<file path="config.mk">
export PLATFORM = sky130hd
export DESIGN_NAME = hazard_ctrl_flat
export DESIGN_NICKNAME = d
export VERILOG_FILES = /design/src/rtl/hazard_ctrl_if.sv /design/src/rtl/hazard_ctrl.sv /design/src/flat_wrapper.sv
export SDC_FILE = /design/constraint.sdc
export NUM_CORES = 1
export LEC_CHECK = 0
export BUFFER_PORTS_ARGS = -buffer_cell sky130_fd_sc_hd__buf_4
export CORE_MARGIN = 2
export CORE_UTILIZATION = 54
export DETAILED_ROUTE_END_ITERATION = 8
export GPL_TIMING_DRIVEN = 0
export HOLD_SLACK_MARGIN = 0.08
export PLACE_DENSITY = 0.8
export SLEW_MARGIN = 20
export SYNTH_ARGS = -nofsm -noshare
export SYNTH_HDL_FRONTEND = slang
export SYNTH_SLANG_ARGS = --single-unit
</file>
<file path="constraint.sdc">
create_clock -name i_clk -period 2.2 [get_ports i_clk]
set_input_delay 0.11 -clock i_clk [delete_from_list [all_inputs] [get_ports i_clk]]
set_output_delay 0.11 -clock i_clk [all_outputs]
set_load 0.02 [all_outputs]
</file>
<file path="src/rtl/hazard_ctrl_if.sv">
// Hazard controller port bundle: ID/EX control fields in, pipeline hold/flush and debug counters out.
// Latency: none (wires only). Backpressure: n/a, the stall outputs are the pipeline's backpressure.
// Master is the pipeline/bench side, slave is hazard_ctrl.
interface hazard_ctrl_if;
    logic [4:0]  i_id_rs1_addr;
    logic [4:0]  i_id_rs2_addr;
    logic        i_id_is_rs1;
    logic        i_id_is_rs2;
    logic [4:0]  i_ex_rd_addr;
    logic        i_ex_rd_wren;
    logic        i_ex_mem_rden;
    logic        i_ex_redirect;
    logic        i_cnt_clr;
    logic        o_pc_stall;
    logic        o_if_id_stall;
    logic        o_if_id_flush;
    logic        o_id_ex_flush;
    logic [31:0] o_stall_cycles;
    logic [31:0] o_flush_events;

    modport master (
        output i_id_rs1_addr, i_id_rs2_addr, i_id_is_rs1, i_id_is_rs2,
        output i_ex_rd_addr, i_ex_rd_wren, i_ex_mem_rden, i_ex_redirect, i_cnt_clr,
        input  o_pc_stall, o_if_id_stall, o_if_id_flush, o_id_ex_flush,
        input  o_stall_cycles, o_flush_events
    );

    modport slave (
        input  i_id_rs1_addr, i_id_rs2_addr, i_id_is_rs1, i_id_is_rs2,
        input  i_ex_rd_addr, i_ex_rd_wren, i_ex_mem_rden, i_ex_redirect, i_cnt_clr,
        output o_pc_stall, o_if_id_stall, o_if_id_flush, o_id_ex_flush,
        output o_stall_cycles, o_flush_events
    );
endinterface

</file>
<file path="src/rtl/hazard_ctrl.sv">
// Load-use stall / redirect flush controller with saturating stall and flush debug counters.
// Latency: 0 cycles, controls are combinational from state and inputs. Backpressure: none accepted;
// it generates the pipeline's stall/bubble signals itself.
module hazard_ctrl #(
    parameter int unsigned LOAD_STALL = 1
) (
    input  logic         i_clk,
    input  logic         i_rst_n,
    hazard_ctrl_if.slave hz
);

    typedef enum logic {
        IDLE,
        LD_STALL
    } state_t;

    localparam logic [2:0]  REM_INIT = 3'(LOAD_STALL - 1);
    localparam logic [31:0] CNT_MAX  = 32'hFFFF_FFFF;

    state_t      state_q, state_d;
    logic [2:0]  rem_q, rem_d;
    logic [31:0] stall_cnt_q, stall_cnt_d;
    logic [31:0] flush_cnt_q, flush_cnt_d;

    logic rs1_hit, rs2_hit, lu;
    logic pc_stall, if_id_stall, if_id_flush, id_ex_flush;

    assign rs1_hit = hz.i_id_is_rs1 && (hz.i_id_rs1_addr == hz.i_ex_rd_addr);
    assign rs2_hit = hz.i_id_is_rs2 && (hz.i_id_rs2_addr == hz.i_ex_rd_addr);
    assign lu      = hz.i_ex_mem_rden && hz.i_ex_rd_wren && (hz.i_ex_rd_addr != 5'd0)
                     && (rs1_hit || rs2_hit);

    always_comb begin
        state_d     = state_q;
        rem_d       = rem_q;
        pc_stall    = 1'b0;
        if_id_stall = 1'b0;
        if_id_flush = 1'b0;
        id_ex_flush = 1'b0;
        // A redirect kills the wrong-path work in IF/ID and EX, so it wins over any stall.
        if (hz.i_ex_redirect) begin
            if_id_flush = 1'b1;
            id_ex_flush = 1'b1;
            state_d     = IDLE;
            rem_d       = 3'd0;
        end else begin
            case (state_q)
                IDLE: begin
                    if (lu) begin
                        pc_stall    = 1'b1;
                        if_id_stall = 1'b1;
                        id_ex_flush = 1'b1;
                        if (LOAD_STALL > 1) begin
                            state_d = LD_STALL;
                            rem_d   = REM_INIT;
                        end
                    end
                end
                LD_STALL: begin
                    pc_stall    = 1'b1;
                    if_id_stall = 1'b1;
                    id_ex_flush = 1'b1;
                    rem_d       = rem_q - 3'd1;
                    if (rem_q == 3'd1) begin
                        state_d = IDLE;
                    end
                end
                default: begin
                    state_d = IDLE;
                    rem_d   = 3'd0;
                end
            endcase
        end
    end

    always_comb begin
        stall_cnt_d = stall_cnt_q;
        flush_cnt_d = flush_cnt_q;
        if (hz.i_cnt_clr) begin
            stall_cnt_d = 32'd0;
            flush_cnt_d = 32'd0;
        end else begin
            if (pc_stall && (stall_cnt_q != CNT_MAX)) begin
                stall_cnt_d = stall_cnt_q + 32'd1;
            end
            if (hz.i_ex_redirect && (flush_cnt_q != CNT_MAX)) begin
                flush_cnt_d = flush_cnt_q + 32'd1;
            end
        end
    end

    always_ff @(posedge i_clk or negedge i_rst_n) begin
        if (!i_rst_n) begin
            state_q     <= IDLE;
            rem_q       <= 3'd0;
            stall_cnt_q <= 32'd0;
            flush_cnt_q <= 32'd0;
        end else begin
            state_q     <= state_d;
            rem_q       <= rem_d;
            stall_cnt_q <= stall_cnt_d;
            flush_cnt_q <= flush_cnt_d;
        end
    end

    // Controls are masked during reset so no bubble leaks out before the state register settles.
    assign hz.o_pc_stall     = pc_stall    && i_rst_n;
    assign hz.o_if_id_stall  = if_id_stall && i_rst_n;
    assign hz.o_if_id_flush  = if_id_flush && i_rst_n;
    assign hz.o_id_ex_flush  = id_ex_flush && i_rst_n;
    assign hz.o_stall_cycles = stall_cnt_q;
    assign hz.o_flush_events = flush_cnt_q;

endmodule

</file>
<file path="src/flat_wrapper.sv">
// flat-port wrapper written by rule: the top's interface ports become plain ports
module hazard_ctrl_flat 
#(
    parameter int unsigned LOAD_STALL = 1
)
  (i_clk, i_rst_n, hz_i_id_rs1_addr, hz_i_id_rs2_addr, hz_i_id_is_rs1, hz_i_id_is_rs2, hz_i_ex_rd_addr, hz_i_ex_rd_wren, hz_i_ex_mem_rden, hz_i_ex_redirect, hz_i_cnt_clr, hz_o_pc_stall, hz_o_if_id_stall, hz_o_if_id_flush, hz_o_id_ex_flush, hz_o_stall_cycles, hz_o_flush_events);
  hazard_ctrl_if hz_i ();
  input  logic i_clk;
  input  logic i_rst_n;
  input wire logic [$bits(hz_i.i_id_rs1_addr)-1:0] hz_i_id_rs1_addr;
  input wire logic [$bits(hz_i.i_id_rs2_addr)-1:0] hz_i_id_rs2_addr;
  input wire logic [$bits(hz_i.i_id_is_rs1)-1:0] hz_i_id_is_rs1;
  input wire logic [$bits(hz_i.i_id_is_rs2)-1:0] hz_i_id_is_rs2;
  input wire logic [$bits(hz_i.i_ex_rd_addr)-1:0] hz_i_ex_rd_addr;
  input wire logic [$bits(hz_i.i_ex_rd_wren)-1:0] hz_i_ex_rd_wren;
  input wire logic [$bits(hz_i.i_ex_mem_rden)-1:0] hz_i_ex_mem_rden;
  input wire logic [$bits(hz_i.i_ex_redirect)-1:0] hz_i_ex_redirect;
  input wire logic [$bits(hz_i.i_cnt_clr)-1:0] hz_i_cnt_clr;
  output wire logic [$bits(hz_i.o_pc_stall)-1:0] hz_o_pc_stall;
  output wire logic [$bits(hz_i.o_if_id_stall)-1:0] hz_o_if_id_stall;
  output wire logic [$bits(hz_i.o_if_id_flush)-1:0] hz_o_if_id_flush;
  output wire logic [$bits(hz_i.o_id_ex_flush)-1:0] hz_o_id_ex_flush;
  output wire logic [$bits(hz_i.o_stall_cycles)-1:0] hz_o_stall_cycles;
  output wire logic [$bits(hz_i.o_flush_events)-1:0] hz_o_flush_events;
  assign hz_i.i_id_rs1_addr = hz_i_id_rs1_addr;
  assign hz_i.i_id_rs2_addr = hz_i_id_rs2_addr;
  assign hz_i.i_id_is_rs1 = hz_i_id_is_rs1;
  assign hz_i.i_id_is_rs2 = hz_i_id_is_rs2;
  assign hz_i.i_ex_rd_addr = hz_i_ex_rd_addr;
  assign hz_i.i_ex_rd_wren = hz_i_ex_rd_wren;
  assign hz_i.i_ex_mem_rden = hz_i_ex_mem_rden;
  assign hz_i.i_ex_redirect = hz_i_ex_redirect;
  assign hz_i.i_cnt_clr = hz_i_cnt_clr;
  assign hz_o_pc_stall = hz_i.o_pc_stall;
  assign hz_o_if_id_stall = hz_i.o_if_id_stall;
  assign hz_o_if_id_flush = hz_i.o_if_id_flush;
  assign hz_o_id_ex_flush = hz_i.o_id_ex_flush;
  assign hz_o_stall_cycles = hz_i.o_stall_cycles;
  assign hz_o_flush_events = hz_i.o_flush_events;
  hazard_ctrl #(.LOAD_STALL(LOAD_STALL)) u_core (.i_clk(i_clk), .i_rst_n(i_rst_n), .hz(hz_i));
endmodule
</file>
# Word-level counts from Yosys, hierarchy flattened
# Cells that the tools add are included.
dict set report classes {
  n_eq_ne 5
  n_addsub 3
  mux 14
  bitwise 1
  n_reduce_logical 15
}
# operator count
set ops {}
lappend ops {{$mux W32} 4}
lappend ops {{$add A32 B1 Y32 const B} 2}
lappend ops {{$ne A32 B32 Y1 const B} 2}
lappend ops {{$eq A5 B5 Y1} 2}
lappend ops {{$logic_and A1 B1 Y1} 10}
lappend ops {{$mux W1} 7}
lappend ops {{$mux W3} 2}
lappend ops {{$reduce_bool A2 Y1} 3}
lappend ops {{$reduce_bool A5 Y1} 1}
lappend ops {{$eq A3 B1 Y1 const B} 1}
lappend ops {{$sub A3 B1 Y3 const B} 1}
lappend ops {{$pmux W1 S2} 1}
lappend ops {{$logic_or A1 B1 Y1} 1}
lappend ops {{$not A1 Y1} 1}
dict set report totals {
  inputBits 23
  word_cells 42
  regBits 68
  out_inout_bits 68
}

# Logic depth before layout (Yosys ltp)
# Gate-level depths: netlist of the first run.
dict set report depth {
  depth_word 10
  depth_mapped 9
  ltp_nobuf 7
}

# Worst setup path before layout of the first run
# Ideal clock, no wire load.
dict set report synth_timing {
  path_type {register -> register}
  from {register u_core.stall_cnt_q[0], in the netlist u_core.hz.o_stall_cycles[0]}
  to {register u_core.stall_cnt_q[28], in the netlist u_core.hz.o_stall_cycles[28]}
  n_path_buf 0
  t_arrival_ns 2.012
  setup_ns 0.066
  t_required_ns 2.134
  path_stages_with_launch 8
  setup_slack_ns 0.122
  path_cell_list {dfrtp_1 -> ha_1 -> nand4_1 -> or4_4 -> nor3_2 -> nand3_2 -> or4_1 -> nand2_1}
}
dict set report synth_via {
  elab_chain_len 3
  word_cells_on_any_way 6
  cone_classes {1 x add/sub; 1 x eq/ne; 2 x mux; 2 x reduce/logical}
}
# item line_no
set synth_rtl {}
lappend synth_rtl {{start, declared} hazard_ctrl.sv:22} ;# logic [31:0] stall_cnt_q, stall_cnt_d;
lappend synth_rtl {{start signal, assigned} hazard_ctrl.sv:101} ;# stall_cnt_q <= stall_cnt_d;
lappend synth_rtl {{$add A32 B1 Y32 or $ne A32 B32 Y1 (tied branches)} {hazard_ctrl.sv:84, hazard_ctrl.sv:83}}
lappend synth_rtl {{$mux W32 or $logic_and A1 B1 Y1 (tied branches)} hazard_ctrl.sv:83} ;# if (pc_stall && (stall_cnt_q != CNT_MAX)) begin
lappend synth_rtl {{$mux W32 or $reduce_bool A2 Y1 (tied branches)} n/a}
# Parallel ways exist; a longest one is shown, timed or not. The select of a mux whose other input is x is not followed.
# A chain may end at the register's enable or synchronous reset.

# Worst setup path in the final report of the first run
dict set report layout_timing {
  from {register u_core.stall_cnt_q[0], in the netlist u_core.hz.o_stall_cycles[0]}
  to {register u_core.stall_cnt_q[22], in the netlist u_core.hz.o_stall_cycles[22]}
}
# The elaborated chain is that of the path after synthesis.

==> results by group, run 1 <==
Outcome
  – Status: completed

Setup path
  – R2r startpoint: u_core.hz.o_stall_cycles[0]$_DFFE_PN0P_
  – Crit-path cells: ha_2 -> nand4_1 -> or4_4 -> buf_4 -> or4_1 -> a21oi_1
  – Worst Setup End Kind: register
  – Critical-path maximum fanout: 4
  – R2R setup slack: 0.04 ns
  – Reg2reg path depth: 6
  – R2r endpoint: u_core.hz.o_stall_cycles[22]$_DFFE_PN0P_
  – CP max stage cell: or4_4
  – CP top delay family: simple AND/OR/NAND/NOR gates
  – Critical Path RT: about 2.5 ns
  – Crit path largest cell delay: 0.51 ns
  – Critical path class: register to register
  – Buf+Inv Stages, Crit Path: 1
  – Startpoint Class: register
  – Worst Path Arrival: 2.45 ns

Synthesis
  – Syn nets: approximately 450
  – Mux share of post-synthesis cell area: 0.01664
  – Post-Syn Area: 3910 µm²
  – Compound-cell area share of the yosys netlist: 0.08064
  – Post-synthesis xor/xnor area fraction: 0.1075
  – Adder-cell share of the synthesized area: 0.01280
  – Cell count after synthesis: 419
  – Largest family of logic cells by synthesized area: simple AND/OR/NAND/NOR gates
  – Yosys warnings: 0
  – Post-synthesis sequential area ratio: 0.4352
  – Simple-gate share of the synthesized area: 0.3117
  – Flops & latches, synth: 68
  – Syn avg cell area: 9.332 µm²
  – Post-synth ARST share: 1.000
  – Synth Flop Type: dfrtp_1
  – EDFF count, synth: 0
  – Netlist cell types: 49

Timing
  – Fmax: 462.0 MHz
  – Final hold vios: 0
  – Final min period: 2.164 ns
  – RSZ-0062 raised after global routing: true
  – Headroom to the max-slew limit: 0.5697
  – Final slew viol count: 0
  – Tightest Pin Transition: about 0.65 ns
  – Tcrit/Tclk final: 0.9838
  – Setup tns final: 0 ns
  – Clock Skew: 0.01159 ns
  – Final setup fails: 0

Die
  – Ports: 91
  – Die area: 7937 µm²
  – Die Height: 89.09 µm
  – Starting Density: 0.5479
  – Chip Width: just under 90 µm
  – # rows: 31
  – CORE AREA: 7137 µm²

Power and ir drop
  – PwrDens: a little over 500 nW/µm²
  – Max VDD drop: 0.0004821 V
  – Switching Fraction: 0.2364
  – Sw Pwr: 0.0006161 W
  – Clock Power Share: 0.454
  – Sequential cell fraction of total power: 0.482
  – Pint: 0.001991 W
  – Power share of the combinational group: 0.064
  – Leak Pwr: 2.257 nW

Finish
  – Fill cells: 557
  – Layout cells sized above 1: 0.2921
  – NumNets Final: roughly 560
  – Fin area: 5146 µm²
  – Leading cell type in the layout, fill and taps excluded: buf_4
  – Ant. Diodes: 0
  – Commonest non-fill, non-tap cells in the layout: buf_4 (105), dfrtp_1 (64), nor2_1 (55)
  – P&R area growth vs syn: 31.62%

Clocking
  – CTS clk-pin slew, worst paths: 0.08 ns
  – H-Tree Depth: 3
  – Clk root buf: clkbuf_8
  – CTS sink count: 68
  – Num CTS Buffers: 9
  – Max clock buf depth: 2
  – CTS tree: done
  – Worst skew pair latency: 0.35 ns

Route
  – DRT Pass-1 Iters: 4
  – DRT antenna net count: 0
  – Vias per inst: 5.728
  – DR vias: 3666
  – Final WL: between 10000 and 15000 µm
  – DR iter-0 viols: about 190
  – DR WL/cell: 15.67 µm
  – # DRC: 0

GRT
  – Initial antenna violation count: 0
  – All-Layer GR Usage: 0.2613
  – First-pass GRT wire length: between 15000 and 20000 µm
  – Largest net degree at the start of global routing: 72
  – Vias in the first global route: 3368
  – Remaining global-route overflow: 0

Placed design
  – Area after DPL: between 4000 and 5000 µm²
  – IO Port Bufs: 89
  – HPWL after detailed placement: 6832 µm
  – Gpl congestion: 0.8208

Hold path
  – Worst Hold End: u_core.state_q$_DFF_PN0_
  – Hold_sp: hz_i_ex_redirect
  – Hold Crit Class: input port to register
  – Worst hold stages: 3

Flow run
  – Max-Cap Viols: 0
==> layer usage <==
| metal | GRT usage | up-vias | wire length [µm] |
|---|---|---|---|
| met3 | 0.05540 | 20 | 574 |
| met4 | 0.1004 | 0 | 235 |
| met1 | 0.3421 | 1791 | 4121 |
| met5 | 0 | - | 0 |
| met2 | 0.4269 | 123 | 5098 |
| li1 | - | 1732 | - |
==> registers in the layout, indices dropped and copies added, names as in the netlist <==
signal and cells:
u_core.rem_q 3, u_core.hz.o_stall_cycles 32, u_core.state_q 1, u_core.hz.o_flush_events 32
==> through the flow <==
step / setup slack (ns) / hold WS, ns / cells / utilization / total power [W]
2_1_floorplan: 0.1224 / -0.1856 / 419 / - / 0.001354
5_1_grt: -0.08098 / 0.2297 / 640 / 0.7211 / 0.002717
6_report: 0.03563 / 0.2088 / 640 / 0.7211 / 0.002607
3_3_place_gp: -0.009459 / 0.2881 / 607 / 0.6588 / 0.001441
3_5_place_dp: -0.07489 / 0.2916 / 607 / 0.6588 / 0.001446
4_1_cts: 0.02118 / 0.1847 / 628 / 0.6965 / 0.002621
==> worst register-to-register path, stage by stage, from the launching register on <==
cell     delay (ns)
dfrtp_1        0.39
ha_2           0.22
nand4_1        0.20
or4_4          0.51
buf_4          0.16
or4_1          0.47
a21oi_1        0.15
==> worst max-delay path by stage <==
stage,start,to,cells past startpoint
4_1_cts,u_core.hz.o_stall_cycles[15]$_DFFE_PN0P_,u_core.hz.o_stall_cycles[1]$_DFFE_PN0P_,8
6_report,u_core.hz.o_stall_cycles[0]$_DFFE_PN0P_,u_core.hz.o_stall_cycles[22]$_DFFE_PN0P_,6
2_1_floorplan,u_core.hz.o_stall_cycles[0]$_DFFE_PN0P_,u_core.hz.o_stall_cycles[28]$_DFFE_PN0P_,7
3_3_place_gp,u_core.hz.o_flush_events[17]$_DFFE_PN0P_,u_core.hz.o_flush_events[1]$_DFFE_PN0P_,6
3_5_place_dp,u_core.hz.o_flush_events[26]$_DFFE_PN0P_,u_core.hz.o_flush_events[1]$_DFFE_PN0P_,6
5_1_grt,u_core.hz.o_flush_events[0]$_DFFE_PN0P_,u_core.hz.o_flush_events[30]$_DFFE_PN0P_,6
==> power by group through the flow <==
stage | combinational, W | sequential, W | clock, W
floorplan | 0.0000671 | 0.00129 | 0
global placement | 0.000159 | 0.00128 | 0
detailed placement | 0.000164 | 0.00128 | 0
CTS | 0.000167 | 0.00126 | 0.00120
global route | 0.000185 | 0.00126 | 0.00127
finish | 0.000167 | 0.00126 | 0.00118
==> kinds of logic after synthesis <==
| family | Yosys count |
|---|---|
| buffers and inverters | 29 |
| xor gates and xnor gates | 48 |
| and+or+nand+nor | 215 |
| DFF | 68 |
| muxes | 6 |
| AOI/OAI and AO/OA | 49 |
| adders and majority gates | 4 |
==> final cells by class <==
class	count	area (µm²)	area share
buffer	19	110.1	0.02140
clock buffer	11	141.4	0.02747
clock inverter	5	83.83	0.01629
inverter	10	37.54	0.007294
multi-input combinational	322	2128	0.4136
sequential	68	1707	0.3316
tap	99	123.9	0.02407
timing repair buffer	106	814.5	0.1583
==> synth_stat cells, drive strengths merged (10+ instances only) <==
master	n	share of area
nand3	20	0.033
dfrtp	68	0.44
nand2	31	0.030
nor2	56	0.054
clkbuf	11	0.011
o21ai	16	0.020
or4	10	0.020
inv	10	0.0096
and3	13	0.021
nand4	26	0.042
or3	12	0.019
xor2	20	0.045
xnor2	28	0.063
nor3	10	0.018
a21oi	19	0.024
==> what timing repair did <==
action	CTS	global route
pin swaps	1	8
buffers inserted	4	12
hold endpoints to repair	68	0
gates resized for setup	2	20
endpoints found under the setup margin	4	49
hold buffers	1	0
cloned	0	0
No activity file was read; power rests on OpenSTA's default activity.
==> run 2: changes to the inputs <==
--- a/config.mk
+++ b/config.mk
@@ -11,7 +11,8 @@
 export DETAILED_ROUTE_END_ITERATION = 8
 export GPL_TIMING_DRIVEN = 0
 export HOLD_SLACK_MARGIN = 0.08
-export PLACE_DENSITY = 0.8
+export PLACE_DENSITY = 0.86
+export REMOVE_ABC_BUFFERS = 1
 export SLEW_MARGIN = 20
 export SYNTH_ARGS = -nofsm -noshare
 export SYNTH_HDL_FRONTEND = slang
==> run 2 against run 1 <==
  * Die area stayed put
  * Maximum frequency down 0.20%
  * Combinational power fell by 3%
  * Sequential power barely moved
  * Final cell count shrank 3.4%
  * Sequential cell count unchanged
  * Non-clock buffer count down 24
  * First-iteration DRC count is 41% higher
  * Power rose by 3.8%
  * Count of clock-buffer cells in the layout decreased by 1
  * Sequential share of layout area increased by 0.40 points
  * Register-to-register slack about the same
  * Critical path type unchanged
  * Critical endpoint is now u_core.hz.o_flush_events[19]$_DFFE_PN0P_
==> results by group, run 2 (same netlist as run 1, synthesis figures left out) <==
Outcome
  – Status: completed

Finish
  – Ant. Diodes: 0
  – Layout cells sized above 1: 0.2736
  – Commonest non-fill, non-tap cells in the layout: buf_4 (99), dfrtp_1 (67), nor2_1 (56)
  – P&R area growth vs syn: 29.76%
  – NumNets Final: 541
  – Leading cell type in the layout, fill and taps excluded: buf_4
  – Final core occ: 0.7109

Die
  – # rows: 31
  – Ports: 91
  – Die area: 7937 µm²
  – Die Height: 89.09 µm
  – Starting Density: 0.5479
  – Chip Width: 89.09 µm
  – CORE AREA: 7137 µm²

Clocking
  – Num CTS Buffers: 9
  – CTS tree: done
  – CTS sink count: 68
  – Clk root buf: clkbuf_8
  – CTS clk-pin slew, worst paths: approximately 0.08 ns
  – Worst skew pair latency: 0.35 ns
  – Max clock buf depth: 2
  – H-Tree Depth: 3

Route
  – Vias per inst: 5.718
  – DR vias: 3534
  – DRT antenna net count: 0
  – Final WL: around 10000 µm
  – DRT Pass-1 Iters: 4
  – DR WL/cell: ~16 µm
  – DR iter-0 viols: about 260
  – # DRC: 0

Timing
  – Clock Skew: approximately 0.011 ns
  – Final min period: 2.169 ns
  – Final setup fails: 0
  – Final hold vios: 0
  – RSZ-0062 raised after global routing: true
  – Hold Slack: 0.2983 ns
  – Tcrit/Tclk final: 0.9858
  – Headroom to the max-slew limit: 0.4093
  – Tightest Pin Transition: roughly 0.89 ns
  – Fmax: between 400 and 500 MHz
  – Final slew viol count: 0

Setup path
  – Critical path class: register to register
  – Critical-path maximum fanout: 8
  – Worst Path Arrival: 2.37 ns
  – Startpoint Class: register
  – Critical Path RT: 2.40 ns
  – Worst Setup End Kind: register

GRT
  – Largest net degree at the start of global routing: 73
  – Vias in the first global route: 3381
  – Initial antenna violation count: 0
  – Remaining global-route overflow: 0
  – All-Layer GR Usage: 0.2502
  – First-pass GRT wire length: 15590 µm

Power and ir drop
  – Leak Pwr: 2.227 nW
  – Max VDD drop: about 0.00037 V
  – PwrDens: about 530 nW/µm²

Placed design
  – HPWL after detailed placement: approximately 6500 µm
  – Gpl congestion: 0.8204
  – IO Port Bufs: 90

Hold path
  – Hold Crit Class: input port to register

Flow run
  – Max-Cap Viols: 0
==> run 2: changes by cell type in the layout (fill, tap and decap cells not counted), sizes merged <==
| cell | delta |
|---|---|
| clkbuf | -14 |
| buf | -12 |
| clkinv | +2 |
| nand3 | +2 |
| bufinv | +1 |
| clkinvlp | -1 |
| dlygate4sd3 | +1 |
| inv | -1 |
==> run 2: worst max-delay path, cell delays in order, from the launching register on <==
cell,delay [ns]
dfrtp_1,0.45
nand4_1,0.17
nor3_1,0.51
nand4_1,0.41
nand4_1,0.25
xor2_1,0.17
nor2_1,0.05
==> run 2: stage by stage <==
step	power [W]	worst slack, ns	instances	setup TNS (ns)	cell area, µm²
after floorplan	0.001334	-0.2894	400	-2.154	3809
after global placement	0.001432	-0.8024	589	-7.974	4608
after detailed placement	0.001438	-0.5715	589	-8.792	4614
after CTS	0.002711	0.02136	613	0	4964
after global routing	0.002771	-0.1076	618	-1.542	5074
final	0.002707	0.03129	618	0	5074
==> run 2: per-layer routing <==
| metal | vias to the layer above | track usage | wire length [µm] |
|---|---|---|---|
| li1 | 1680 | - | - |
| met1 | 1718 | 0.3020 | 4007 |
| met2 | 115 | 0.4350 | 5270 |
| met3 | 21 | 0.05725 | 554 |
| met4 | 0 | 0.09634 | 214 |
| met5 | - | 0 | 0 |
==> run 2: path summary, 6_finish.rpt <==
path	startpoint	end	slack, ns	cells after the start
worst min register to register	u_core.rem_q[2]$_DFFE_PN0P_	u_core.state_q$_DFF_PN0_	0.55	2
max in group asynchronous	i_rst_n	u_core.hz.o_stall_cycles[15]$_DFFE_PN0P_	1.16	2
min in group asynchronous	i_rst_n	u_core.hz.o_stall_cycles[24]$_DFFE_PN0P_	0.43	2
worst max register to register	u_core.hz.o_flush_events[26]$_DFFE_PN0P_	u_core.hz.o_flush_events[19]$_DFFE_PN0P_	0.03	6
worst min-delay path	hz_i_cnt_clr	u_core.hz.o_flush_events[16]$_DFFE_PN0P_	0.30	2
worst max-delay path	u_core.hz.o_flush_events[26]$_DFFE_PN0P_	u_core.hz.o_flush_events[19]$_DFFE_PN0P_	0.03	6
==> run 2: timing repair <==
item                                    CTS  global route
endpoints found under the setup margin   45            45
hold buffers                              2             0
endpoints found under the hold margin    72             0
gates resized for setup                   5            11
buffers inserted                          6             3
gates cloned                              0             2
pin swaps                                 4             3
==> run 2: final cells by class <==
type                    instances  area (µm²)
multi-input cells             324        2197
fillers                       548        2063
flip-flops and latches         68        1703
repair buffers                101       763.2
clock buffers                  10       137.6
well taps                      99       123.9
clock inverters                 6       111.4
inverters                      10       37.54
==> run 2: where the power goes <==
group,total [W],internal (W),switching (W)
registers,0.00126,0.00125,0.00000581
logic,0.000162,0.0000617,0.000100
clock network,0.00129,0.000784,0.000502
